[src/rtl/nor_reduce_pipe.sv]
// -----------------------------------------------------------------------------
// nor_reduce_pipe
//
// Pipelined, multi-lane OR/NOR reduction with valid/ready flow control and a
// saturating event counter.
//
// Each of LANES lanes reduces a WIDTH-bit slice of A to a single bit. The
// result is NOR when INVERT=1 and OR when INVERT=0. The reduction tree is
// spread across STAGES register stages:
//   - Stage 1 registers P = 2^(STAGES-1) partial ORs per lane. Each partial
//     covers a chunk of C = ceil(WIDTH/P) input bits. The last chunk may be
//     short, and chunks entirely past WIDTH contribute zero.
//   - Each later stage ORs adjacent pairs of partials, halving their count.
//   - The final stage holds one bit per lane. The optional inversion is
//     applied as that stage is loaded, so Y comes straight from a register.
//
// Flow control is a chain of elastic stages. A stage is ready when it is
// empty or when every stage downstream of it can move. This lets bubbles
// collapse and sustains one beat per cycle while OUT_READY is high.
//
// Parameters:
//   WIDTH  - input bits reduced per lane (>= 2^(STAGES-1))
//   LANES  - number of independent lanes
//   STAGES - pipeline depth and latency (1..4)
//   INVERT - 1: NOR reduction, 0: OR reduction
//   CNT_W  - event counter width
//
// Ports:
//   CLK       in   clock, rising edge
//   RST       in   asynchronous active-high reset
//   IN_VALID  in   input beat valid
//   IN_READY  out  a beat is accepted this cycle if IN_VALID is high
//   A         in   LANES*WIDTH; lane i is A[i*WIDTH +: WIDTH]
//   OUT_VALID out  Y holds a valid result
//   OUT_READY in   downstream takes Y this cycle
//   Y         out  LANES per-lane reduction results
//   CLR_CNT   in   synchronous clear of EVT_CNT (wins over increment)
//   EVT_CNT   out  saturating count of output transfers with Y != 0
// -----------------------------------------------------------------------------
module nor_reduce_pipe #(
    parameter int WIDTH  = 8,
    parameter int LANES  = 4,
    parameter int STAGES = 2,
    parameter int INVERT = 1,
    parameter int CNT_W  = 8
) (
    input  logic                     CLK,
    input  logic                     RST,
    input  logic                     IN_VALID,
    output logic                     IN_READY,
    input  logic [LANES*WIDTH-1:0]   A,
    output logic                     OUT_VALID,
    input  logic                     OUT_READY,
    output logic [LANES-1:0]         Y,
    input  logic                     CLR_CNT,
    output logic [CNT_W-1:0]         EVT_CNT
);

    // Partials per lane registered by stage 1, and bits per partial.
    localparam int P = (STAGES >= 1) ? 2 ** (STAGES - 1) : 1;
    localparam int C = (WIDTH + P - 1) / P;

    // All stage partials share one flat vector. Stage s (0-based) holds
    // np = P >> s partials per lane. It starts at bit offset
    // LANES * (2P - 2np), and lane i of that stage sits at base + i*np.
    localparam int TOT_BITS = LANES * (2 * P - 1);
    localparam int Y_BASE   = LANES * (2 * P - 2);

    localparam logic [CNT_W-1:0] CNT_MAX = '1;

    if (STAGES < 1 || STAGES > 4 || WIDTH < P) begin : g_bad_params
        $error("nor_reduce_pipe: need 1 <= STAGES <= 4 and WIDTH >= 2^(STAGES-1)");
    end

    // -------------------------------------------------------------------------
    // Flow control
    // -------------------------------------------------------------------------
    logic [STAGES-1:0] valid_q, valid_d;
    logic [STAGES-1:0] stage_ready;
    logic [STAGES-1:0] stage_load;
    logic [STAGES:0]   valid_chain;   // valid_chain[k] is the upstream valid of stage k

    assign valid_chain = {valid_q, IN_VALID};

    // NOTE: every signal written in an always_comb block gets a default value
    // first. A path that leaves a signal unassigned would infer a latch.
    always_comb begin
        logic all_full;
        all_full    = 1'b1;
        stage_ready = '0;
        valid_d     = valid_q;
        // Stage k stalls only when it and every stage after it are full and
        // the output is not taken. Walk from the output back to the input.
        for (int k = STAGES - 1; k >= 0; k--) begin
            all_full       = all_full & valid_q[k];
            stage_ready[k] = ~all_full | OUT_READY;
        end
        for (int k = 0; k < STAGES; k++) begin
            if (stage_ready[k]) begin
                valid_d[k] = valid_chain[k];
            end
        end
    end

    // Data is only captured alongside a valid beat. An empty stage keeps its
    // old partials, which are never observed because its valid bit is low.
    assign stage_load = stage_ready & valid_chain[STAGES-1:0];

    // -------------------------------------------------------------------------
    // Reduction tree
    // -------------------------------------------------------------------------
    logic [TOT_BITS-1:0] part_q, part_d;

    always_comb begin
        logic acc;
        int   np;
        int   base;
        int   pbase;
        acc    = 1'b0;
        np     = 0;
        base   = 0;
        pbase  = 0;
        part_d = part_q;

        // Stage 1: chunked OR straight from the lane inputs. Bits past WIDTH
        // are skipped, so short or empty chunks act as zero padding.
        if (stage_load[0]) begin
            for (int i = 0; i < LANES; i++) begin
                for (int j = 0; j < P; j++) begin
                    acc = 1'b0;
                    for (int b = 0; b < C; b++) begin
                        if (j * C + b < WIDTH) begin
                            acc = acc | A[i * WIDTH + j * C + b];
                        end
                    end
                    if (STAGES == 1 && INVERT != 0) begin
                        acc = ~acc;
                    end
                    part_d[i * P + j] = acc;
                end
            end
        end

        // Later stages: pairwise OR of the previous stage's partials.
        for (int s = 1; s < STAGES; s++) begin
            np    = P >> s;
            base  = LANES * (2 * P - 2 * np);
            pbase = LANES * (2 * P - 4 * np);
            if (stage_load[s]) begin
                for (int i = 0; i < LANES; i++) begin
                    for (int j = 0; j < np; j++) begin
                        acc = part_q[pbase + i * 2 * np + 2 * j]
                            | part_q[pbase + i * 2 * np + 2 * j + 1];
                        if (s == STAGES - 1 && INVERT != 0) begin
                            acc = ~acc;
                        end
                        part_d[base + i * np + j] = acc;
                    end
                end
            end
        end
    end

    // -------------------------------------------------------------------------
    // Event counter
    // -------------------------------------------------------------------------
    logic [CNT_W-1:0] cnt_q, cnt_d;
    logic             out_xfer;

    assign out_xfer = valid_q[STAGES-1] & OUT_READY;

    always_comb begin
        cnt_d = cnt_q;
        if (CLR_CNT) begin
            cnt_d = '0;
        end else if (out_xfer && (|part_q[Y_BASE +: LANES]) && cnt_q != CNT_MAX) begin
            cnt_d = cnt_q + 1'b1;
        end
    end

    // -------------------------------------------------------------------------
    // State registers
    // -------------------------------------------------------------------------
    // NOTE: sequential state uses non-blocking assignments. Every register
    // then samples pre-edge values, whatever order the statements are in.
    // The partial registers are reset together with the valid bits. This
    // keeps Y at zero from reset until the first result arrives.
    always_ff @(posedge CLK or posedge RST) begin
        if (RST) begin
            valid_q <= '0;
            part_q  <= '0;
            cnt_q   <= '0;
        end else begin
            valid_q <= valid_d;
            part_q  <= part_d;
            cnt_q   <= cnt_d;
        end
    end

    assign IN_READY  = stage_ready[0];
    assign OUT_VALID = valid_q[STAGES-1];
    assign Y         = part_q[Y_BASE +: LANES];
    assign EVT_CNT   = cnt_q;

endmodule

[config.mk]
export PLATFORM = sky130hd
export DESIGN_NAME = nor_reduce_pipe
export DESIGN_NICKNAME = d
export VERILOG_FILES = /design/src/rtl/nor_reduce_pipe.sv
export SDC_FILE = /design/constraint.sdc
export NUM_CORES = 1
export LEC_CHECK = 0
export ABC_CLOCK_PERIOD_IN_PS = 3400
export CAP_MARGIN = 20
export CORE_ASPECT_RATIO = 1.4
export CORE_UTILIZATION = 45
export CTS_CLUSTER_DIAMETER = 120
export DETAILED_ROUTE_END_ITERATION = 8
export DONT_BUFFER_PORTS = 1
export GPL_TIMING_DRIVEN = 0
export PLACE_DENSITY = 0.6
export SLEW_MARGIN = 25
export SYNTH_ARGS = -nofsm -noshare
export SYNTH_HDL_FRONTEND = slang
export SYNTH_SLANG_ARGS = --single-unit
export TNS_END_PERCENT = 1
[constraint.sdc]
create_clock -name CLK -period 3.4 [get_ports CLK]
set_clock_uncertainty 0.05 [all_clocks]
set_input_delay 0.85 -clock CLK [delete_from_list [all_inputs] [get_ports CLK]]
set_output_delay 0.85 -clock CLK [all_outputs]
set_load 0.01 [all_outputs]
# After elaboration in Yosys (flattened, before gate mapping)
# Index checks and enable logic that the tools add are counted.
# totals
regBits	22
input_bits	37
output_inout_bits	14
# op_classes
add_sub_neg	1
eq_ne	1
n_mux	26
bitwise_logic	39
n_reduce_logical	4
# ops
operator	count
OR 1 bit	30
two-way mux 1 bit	24
two-way mux 8 bit	2
adder 8 x 1 -> 8 bit, second input constant	1
!= test 8 bit, second input constant	1
inverter 1 bit	6
OR reduction 4 bit	1
AND 1 bit	2
AND 2 bit	1
logical AND 1 bit	2
nonzero test 2 bit	1

# Longest topological paths before layout
# logic_depth
depth_word	10
mapped_depth	5

# Worst setup path before layout
# No wires, ideal clock.
# synth_timing
kind	in2out
from	input OUT_READY
to	output IN_READY
t_arrival_ps	1064
path_slack_ps	1436
stages	1
path_buffers	0
path_cell_list	nand3b_1
# synth_between
elab_chain_cells	1
# synth_lines
element	line_no	source
start: declaration	53	input logic OUT_READY,
OR 1 bit	96	stage_ready[k] = ~all_full | OUT_READY;
end: declaration	50	output logic IN_READY,
# No other way between the ends.

# Final worst setup path
# Ends and elaborated chain as after synthesis.

==> flow_summary.ini <==
[clocking]
insertion_delay_ns = 0.30
cts_resized = 0
clk_pin_slew_ns = 0.13
cts_buffers = 3
cts.sinks = 22
htreeDepth = 1
cts_tree = yes
cts_root_buf = clkbuf_4
cts_buffer_depth = 2
post-cts-setup-buffers = 0
cts_hold_buf = 0

[drt]
initialDrtViolationCount = 7
via_per_inst = 5.90
dr_total_vias = 790
detail-route-antenna-nets = 0
drcViolationCount = 2
drt-total-wl_um = 1890
first_pass_iters = 6
wire_per_inst_um = 14.1

[critical_path]
cp.required_ns = 2.50
path_buf_inv = 0
end_kind = primary output
critPathLaunchType = input pin
crit_path_max_incr_delay_ns = 0.23
critical_path.top_delay_family = simple AND/OR/NAND/NOR gates
path_cells = nand3b_1
cpMaxStageDelayCell = nand3b_1
critPathKind = in2out
crit_arrival_ns = 1.08
crit_path_max_fanout = 3

[floorplanning]
ios = 51
die_w_um = 43.4
fp.dieH_um = 60.0
floorplan.initialDensity_pct = 48.6
core_area_mm2 = 0.00223
num_rows = 20
die-area_mm2 = 0.00261

[synthesis]
synth_area_per_cell_um2 = 10.0
syn_inst = 108
ys_ff_latch = 22
yosysSeqAreaShare_pct = 50.9
yosys_warnings = 0
syn_area_mm2 = 0.00108
yosysUniqueCellTypes = 32
synth_nets = 146

[sta]
hold_viol = 0
finalSetupViolCount = 0
rsz0062_at_grt = false
fin_tns_setup_ns = 0
finalCritPeriodShare_pct = 58.2
fmax_mhz = 505
fin_crit_ns = 1.98
slew_violations = 0
hold_slack_ns = 0.410
worst_slew_pin_slew_ns = 0.812
slew_headroom_pct = 45.8

[global_routing]
met1_usage_pct = 16.1
grt_pass1_wl_um = 3060
grt_pass1_vias = 763
antenna_found_initial = 0
grt_usage_pct = 15.7
grt_overflow_total = 0
grt_max_degree = 23
top_usage_layer = met2
grtUsageMet3_pct = 3.02
grtUsageMet2_pct = 30.7

[status]
status = finished with violations
violations = DRC

[pwr]
ir_drop_mv = 0.317
p_leak_uw = 0.000505
p_per_area_mw_per_mm2 = 504

[final_layout]
areaGrowthSynthToFinish_pct = 7.40
nFillCells = 221
final_cell_mix = dfrtp_1, nand2_1, nor4_1, o21ai_0, nor2_1
drive_gt1_share_pct = 12.5
finalNetCount = 151
n_antenna_cell = 0
final_common_cell = dfrtp_1

[placement]
hpwlAfterDp_um = 1500
port_buffers = 0
place_congestion = 0.821

[flow_run]
maxCapViolCount = 0

[hold_path]
holdCritPathClass = reg2reg
## Yosys cell counts, drive strengths merged
cell type | number | share of area, %
a211oi | 2 | 1.4
a21o | 1 | 0.69
and3 | 1 | 0.58
and3b | 1 | 0.81
buf | 5 | 3.2
clkbuf | 1 | 0.35
dfrtp | 22 | 51
ha | 1 | 1.2
inv | 1 | 0.35
mux2 | 3 | 3.5
mux2i | 2 | 1.8
nand2 | 17 | 6.1
nand2b | 4 | 2.3
nand3 | 3 | 1.4
nand3b | 1 | 0.69
nand4 | 2 | 1.2
nor2 | 7 | 2.7
nor2b | 5 | 2.9
nor3 | 2 | 0.92
nor4 | 10 | 7.2
nor4b | 1 | 0.81
o2111ai | 1 | 0.81
o21a | 1 | 0.69
o21ai | 9 | 4.2
o31ai | 4 | 2.8
or2b | 1 | 0.69
## logic make-up (layout without fill, tap and decap cells)
group	after synthesis	in the layout	synth area share, %
flip-flops	22	22	50.9
multiplexers	5	5	5.32
AO/OA/AOI/OAI	18	18	10.5
AND/OR/NAND/NOR	55	55	28.2
adder cells (fa/ha/maj)	1	1	1.16
buffers and inverters	7	11	3.93
## flip-flops by register name, indices dropped and copies added, names as in the netlist
signal	count
EVT_CNT	8
part_q	12
valid_q	2
## power breakdown
part | leakage, µW | switching, µW | total (µW) | internal, µW
Clock | 0.0000279 | 76.8 | 196 | 119
Sequential | 0.000275 | 23.3 | 309 | 286
Combinational | 0.000202 | 42.9 | 81.0 | 38.0
## path summary, 6_finish.rpt
kind | start | to | slack (ns) | cells past startpoint
max | OUT_READY | IN_READY | 1.42 | 1
min reg2reg | part_q[6]$_DFFE_PP0P_ | part_q[11]$_DFFE_PP0P_ | 0.41 | 1
min | part_q[6]$_DFFE_PP0P_ | part_q[11]$_DFFE_PP0P_ | 0.41 | 1
max in group asynchronous | RST | part_q[10]$_DFFE_PP0P_ | 2.26 | 1
max reg2reg | EVT_CNT[0]$_DFFE_PP0P_ | EVT_CNT[6]$_DFFE_PP0P_ | 1.69 | 5
min in group asynchronous | RST | EVT_CNT[6]$_DFFE_PP0P_ | 0.53 | 1
## stage by stage
| step | setup WS [ns] | area, µm² | cells | utilization, % | total power (µW) |
|---|---|---|---|---|---|
| after floorplan | 1.44 | 1080 | 108 | - | 382 |
| after global routing | 1.40 | 1160 | 134 | 52.2 | 617 |
| final | 1.42 | 1160 | 134 | 52.2 | 586 |
| after detailed placement | 1.42 | 1110 | 130 | 49.8 | 398 |
| after CTS | 1.42 | 1160 | 134 | 52.2 | 594 |
| after global placement | 1.42 | 1110 | 130 | 49.8 | 395 |
## cell type report
class / instances / area (µm²) / area share [%]
multi-input cells: 79 / 489 / 42.1
inverters: 1 / 3.75 / 0.323
flip-flops and latches: 22 / 551 / 47.4
clock inverters: 1 / 30.0 / 2.58
well taps: 22 / 27.5 / 2.37
clock buffers: 3 / 22.5 / 1.94
plain buffers: 6 / 38.8 / 3.34
## layer usage
metal / vias up / wire, µm
met5: - / 0
met4: 0 / 12
met3: 2 / 94
met2: 28 / 1070
met1: 368 / 713
li1: 392 / -
(Power assumes the default switching activity.)
